$ cat config.mk
export PLATFORM = sky130hd
export DESIGN_NAME = tau_to_freq_module
export DESIGN_NICKNAME = d
export VERILOG_FILES = /design/src/rtl/tau_to_freq_module.sv
export SDC_FILE = /design/constraint.sdc
export NUM_CORES = 1
export LEC_CHECK = 0
export ABC_CLOCK_PERIOD_IN_PS = 6100
export CORE_MARGIN = 8
export CORE_UTILIZATION = 68
export CTS_BUF_LIST = sky130_fd_sc_hd__clkbuf_16
export DETAILED_ROUTE_END_ITERATION = 6
export DONT_BUFFER_PORTS = 1
export PLACE_DENSITY = 0.81
export SLEW_MARGIN = 10
export SYNTH_ARGS = -nofsm -noshare
export SYNTH_HDL_FRONTEND = slang
export SYNTH_SLANG_ARGS = --single-unit
export TNS_END_PERCENT = 100
$ cat constraint.sdc
create_clock -name clk -period 6.1 [get_ports clk]
set_input_delay 1.22 -clock clk [delete_from_list [all_inputs] [get_ports clk]]
set_output_delay 1.22 -clock clk [all_outputs]
set_load 0.05 [all_outputs]
$ cat src/rtl/tau_to_freq_module.sv
// -----------------------------------------------------------------------------
// tau_to_freq_module
//
// Converts a pitch lag (in samples) into a pitch frequency in Hz by dividing
// SAMPLE_RATE by the lag. A bit-serial restoring divider produces one
// quotient bit per clock, MSB first.
//
// Each conversion starts on a 0->1 transition of tau_valid. The result appears
// FREQ_WIDTH+1 cycles after the clock edge that captured the lag. Lags below
// MIN_TAU, including 0, still take the full divide time. They report freq=0
// and voiced=0.
//
// Optional feature, selected by the macro MEDIAN_SMOOTH_EN:
//   freq becomes the median of the new result and the two previous results.
//   Unvoiced results enter that window as 0. No latency is added. voiced
//   always follows the raw lag of the current frame.
//
// Ports:
//   clk        in   sole clock; all state changes on the rising edge
//   reset      in   asynchronous, active-low reset
//   tau_valid  in   level from upstream; its rising edge starts a conversion
//   tau        in   [TAU_WIDTH-1:0]  lag in samples (0 = no pitch found)
//   freq       out  [FREQ_WIDTH-1:0] pitch in Hz, truncated; 0 when unvoiced
//   voiced     out  last result came from a lag >= MIN_TAU
//   freq_valid out  one-cycle pulse when freq/voiced update
//   busy       out  high while the divider is iterating
//   overrun    out  sticky; a start arrived while not idle and was dropped
// -----------------------------------------------------------------------------
module tau_to_freq_module #(
    parameter int TAU_WIDTH   = 8,
    parameter int FREQ_WIDTH  = 16,
    parameter int SAMPLE_RATE = 48000,
    parameter int MIN_TAU     = 2
) (
    input  logic                  clk,
    input  logic                  reset,
    input  logic                  tau_valid,
    input  logic [TAU_WIDTH-1:0]  tau,
    output logic [FREQ_WIDTH-1:0] freq,
    output logic                  voiced,
    output logic                  freq_valid,
    output logic                  busy,
    output logic                  overrun
);

    localparam int                    CNT_W     = $clog2(FREQ_WIDTH);
    localparam logic [CNT_W-1:0]      CNT_INIT  = CNT_W'(FREQ_WIDTH - 1);
    localparam logic [FREQ_WIDTH-1:0] DIVIDEND  = FREQ_WIDTH'(SAMPLE_RATE);
    localparam logic [TAU_WIDTH:0]    MIN_TAU_W = (TAU_WIDTH + 1)'(MIN_TAU);

    typedef enum logic [1:0] {
        IDLE   = 2'd0,
        DIVIDE = 2'd1,
        DONE   = 2'd2
    } state_t;

    state_t                  state_q;
    logic                    tau_valid_d;
    logic [CNT_W-1:0]        cnt_q;
    logic [FREQ_WIDTH:0]     rem_q;
    logic [FREQ_WIDTH:0]     div_q;
    logic [FREQ_WIDTH-1:0]   quo_q;
    logic                    vraw_q;
    logic [FREQ_WIDTH-1:0]   freq_q;
    logic                    voiced_q;
    logic                    freq_valid_q;
    logic                    busy_q;
    logic                    overrun_q;

    logic                    start;
    logic [FREQ_WIDTH:0]     trial;
    logic [FREQ_WIDTH:0]     rem_d;
    logic                    qbit;
    logic [FREQ_WIDTH-1:0]   result;

`ifdef MEDIAN_SMOOTH_EN
    // The two previous results. Together with the new result they form the
    // 3-entry window for the median.
    logic [FREQ_WIDTH-1:0]   hist_q [2];

    function automatic logic [FREQ_WIDTH-1:0] med3(
        input logic [FREQ_WIDTH-1:0] a,
        input logic [FREQ_WIDTH-1:0] b,
        input logic [FREQ_WIDTH-1:0] c
    );
        logic [FREQ_WIDTH-1:0] lo;
        logic [FREQ_WIDTH-1:0] hi;
        lo = (a < b) ? a : b;
        hi = (a < b) ? b : a;
        // The median is the larger of min(a,b) and min(max(a,b), c).
        if (c < hi) hi = c;
        return (lo > hi) ? lo : hi;
    endfunction
`endif

    assign start = tau_valid & ~tau_valid_d;

    // One restoring step: shift in the next dividend bit, then subtract the
    // divisor if it fits. The remainder stays below the divisor, so its top
    // bit is 0 in practice. It is still honoured as "definitely fits".
    always_comb begin
        trial = {rem_q[FREQ_WIDTH-1:0], DIVIDEND[cnt_q]};
        rem_d = trial;
        qbit  = 1'b0;
        if (rem_q[FREQ_WIDTH] || (trial >= div_q)) begin
            rem_d = trial - div_q;
            qbit  = 1'b1;
        end
    end

    assign result = vraw_q ? quo_q : '0;

    always_ff @(posedge clk or negedge reset) begin
        if (!reset) begin
            state_q      <= IDLE;
            tau_valid_d  <= 1'b0;
            cnt_q        <= '0;
            rem_q        <= '0;
            div_q        <= '0;
            quo_q        <= '0;
            vraw_q       <= 1'b0;
            freq_q       <= '0;
            voiced_q     <= 1'b0;
            freq_valid_q <= 1'b0;
            busy_q       <= 1'b0;
            overrun_q    <= 1'b0;
`ifdef MEDIAN_SMOOTH_EN
            hist_q[0]    <= '0;
            hist_q[1]    <= '0;
`endif
        end else begin
            tau_valid_d  <= tau_valid;
            freq_valid_q <= 1'b0;
            case (state_q)
                IDLE: begin
                    if (start) begin
                        div_q   <= (FREQ_WIDTH + 1)'(tau);
                        vraw_q  <= ({1'b0, tau} >= MIN_TAU_W);
                        cnt_q   <= CNT_INIT;
                        rem_q   <= '0;
                        quo_q   <= '0;
                        busy_q  <= 1'b1;
                        state_q <= DIVIDE;
                    end
                end
                DIVIDE: begin
                    if (start) overrun_q <= 1'b1;
                    rem_q <= rem_d;
                    quo_q <= {quo_q[FREQ_WIDTH-2:0], qbit};
                    cnt_q <= cnt_q - 1'b1;
                    if (cnt_q == '0) begin
                        busy_q  <= 1'b0;
                        state_q <= DONE;
                    end
                end
                DONE: begin
                    if (start) overrun_q <= 1'b1;
`ifdef MEDIAN_SMOOTH_EN
                    freq_q    <= med3(result, hist_q[0], hist_q[1]);
                    hist_q[0] <= result;
                    hist_q[1] <= hist_q[0];
`else
                    freq_q    <= result;
`endif
                    voiced_q     <= vraw_q;
                    freq_valid_q <= 1'b1;
                    state_q      <= IDLE;
                end
                default: begin
                    busy_q  <= 1'b0;
                    state_q <= IDLE;
                end
            endcase
        end
    end

    assign freq       = freq_q;
    assign voiced     = voiced_q;
    assign freq_valid = freq_valid_q;
    assign busy       = busy_q;
    assign overrun    = overrun_q;

endmodule

==> results.toml <==
[run_status]
status = "finished clean"

[logic_synthesis]
synth_edf_count = 0
ys_warn_count = 0
synth-main-ff-cell = "dfrtp_1"
ys_ff_latch = 69
synthXorXnorAreaFrac_pct = 2.80
synthCells = 326
syn_area_um2 = 3440
synthSimpleGateAreaFrac_pct = 12.9
synth.avg_cell_area_um2 = 10.5
yosys.area_share.adder_pct = 5.68
seq_area_frac_synth_pct = 50.3
async_flop_share_pct = 100
yosysUniqueCellTypes = 51
synth_nets = 352
synth_top_family_by_area = "compound AO/OA/AOI/OAI gates"
synth-compound-area-share_pct = 17.9
synth.area.mux_share_pct = 5.35

[critical_path]
cp-start-kind = "flop"
path_buf_inv = 1
cpPeakStageDelay_ps = 460
crit_family = "simple AND/OR/NAND/NOR gates"
cp_max_fo = 10
cpMostUsedCell = "ha_1"
crit_required_ps = 6330
worstSetupPathType = "reg2reg"
arrival_ps = 3150
critPathSlowestCell = "or2_1"
end_kind = "flop"
path_cells = "inv_1, ha_1, mux2_2, ha_1, nand3b_1, and2_1, o21ai_4, or2_1, nand4_2, o311ai_2"

[power_and_ir_drop]
p_seq_share_pct = 34.4
max-vdd-ir-drop_v = 0.000410
pwr-share-clk_pct = 23.1
power_per_cell_area_nw_per_um2 = 581
internal_power_uw = 1310
combPwrFrac_pct = 42.5
p_switching_uw = 875
swShare_pct = 40.0
p_leak_uw = 0.00168

[cts]
cts_root_buf = "clkbuf_16"
post_cts_resized = 0
cts_hold_buf = 0
clk_pin_slew_ps = 50
cts_setup_buffers = 0
clockBufferDepth = 2
cts_buffers = 9
ctsHtreeMaxLevel = 3
cts.sinks = 69
tritoncts = "done"
clock_latency_ps = 330

[floorplanning]
core_area_um2 = 4980
io_pins = 31
die_w_um = 87.1
die_area_um2 = 7580
rows = 26
start_util_pct = 69.0
die_h_um = 87.1

[finish]
post-route-util_pct = 75.7
num-fill-cells = 320
antenna_cells = 0
register_area_um2 = 1730
drive_gt1_share_pct = 10.7
nets = 348
final_common_cell = "dfrtp_1"
final_cell_mix = "dfrtp_1, inv_1, nand2_1"
finalInstanceArea_um2 = 3770
multi_input_comb_area_um2 = 1550
area_delta_synth_final_pct = 9.65

[timing]
slew_viol_final = 0
worst_pin_slew_ps = 1110
skew_ps = 3.99
hold_viol = 0
rsz0062_at_grt = "no"
setup_viol = 0
slew_headroom_pct = 24.1
holdWs_ps = 501
min_period_ps = 2930
fin_crit_sh_pct = 48.0
tns_ps = 0
timing.fmax_ghz = 0.342
setup_slack_ps = 3170

[global_route]
track_usage_pct = 19.9
grt_pass1_wl_um = 11700
overflow = 0
grt_pass1_vias = 2411
grt_max_degree = 70
antenna_found_initial = 0

[drt]
ant_nets = 0
wire_per_inst_um = 16.8
drc = 0
drt_first_pass_iters = 4
vias = 2387
viasPerCell = 6.01
wirelength_um = 6680
first_iter_violations = 168

[place]
dp_slack_ps = 3210
gp_congestion = 0.860
place_area_um2 = 3480
hpwl_um = 4300
port_buffers = 0

[run]
cap_violations = 0

[worst_hold_path]
holdCritPathClass = "reg2reg"
power by group through the flow:
stage | Combinational (uW) | Sequential [uW] | Clock, uW
final | 930 | 753 | 504
after global routing | 1050 | 771 | 537
after CTS | 928 | 751 | 513
after detailed placement | 914 | 756 | 0
after global placement | 885 | 752 | 0
after floorplan | 777 | 706 | 0
flip-flops by register name, indices dropped and copies added (netlist names):
signal	flops
busy	1
vraw_q	1
state_q	2
overrun	1
cnt_q	4
freq	16
voiced	1
quo_q	16
tau_valid_d	1
div_q	8
freq_valid	1
rem_q	17
final cells by class:
class                      count  area share [%]
multi-input combinational    212            41.0
inverter                      29            2.89
tap                           70            2.32
timing repair buffer           1           0.199
clock inverter                 7            1.76
sequential                    69            45.8
clock buffer                   9            5.98
worst paths after layout:
check	start	endpoint	slack, ps	depth (start not counted)
hold / removal	rem_q[16]	rem_q[16]	500	2
setup / recovery	cnt_q[0]	rem_q[15]	3170	10
hold reg to reg	rem_q[16]	rem_q[16]	500	2
min in group asynchronous	reset	div_q[3]	580	0
setup reg to reg	cnt_q[0]	rem_q[15]	3170	10
max in group asynchronous	reset	freq[10]	5390	0
metal layers:
layer | global-route usage (%) | vias up | part of all wire, %
met5 | 0 | - | 0
met4 | 7.67 | 0 | 1.7
met1 | 24.6 | 1161 | 44
met3 | 6.51 | 10 | 6.2
li1 | - | 1145 | -
met2 | 31.5 | 71 | 48
logic make-up after synthesis:
group,count (synthesis)
AND/OR/NAND/NOR,83
adder cells (fa/ha/maj),15
multiplexers,17
flip-flops,69
buffers and inverters,45
XOR/XNOR,11
AO/OA/AOI/OAI,86
worst register-to-register path, cell delays in order, from the launching register on:
cell,delay [ps]
dfrtp_1,430
inv_1,90
ha_1,190
mux2_2,270
ha_1,220
nand3b_1,210
and2_1,190
o21ai_4,280
or2_1,460
nand4_2,190
o311ai_2,290
per-stage QoR:
stage | power (uW) | cells
3_3_place_gp | 1640 | 381
3_5_place_dp | 1670 | 381
4_1_cts | 2190 | 397
5_1_grt | 2360 | 397
6_report | 2190 | 397
2_1_floorplan | 1480 | 326
synth_stat cells (2+ instances only):
cell type / instances / area share [%]
a22o_1: 18 / 4.6
mux2_2: 10 / 3.3
nor2b_1: 4 / 0.73
inv_1: 29 / 3.2
o21ai_1: 12 / 1.7
mux2i_1: 6 / 1.7
nor3_1: 3 / 0.44
o2111ai_1: 3 / 0.76
nor2_1: 12 / 1.3
o211ai_1: 4 / 0.87
and2_1: 2 / 0.36
nand3b_1: 2 / 0.44
nand3_1: 18 / 2.6
dfrtp_1: 69 / 50
or3_1: 2 / 0.36
nand2b_1: 5 / 0.91
o21ai_0: 22 / 3.2
nand2_1: 23 / 2.5
xor2_1: 5 / 1.3
o31a_1: 2 / 0.51
xnor2_1: 6 / 1.5
buf_1: 3 / 0.33
a21oi_1: 5 / 0.73
nand4_2: 2 / 0.73
ha_1: 14 / 5.1
a21o_1: 3 / 0.66
or2_1: 2 / 0.36
o21a_1: 2 / 0.44
clkbuf_1: 12 / 1.3
a32oi_1: 4 / 1.0
nand4b_1: 2 / 0.51
Power figures use the tool's default switching activity.
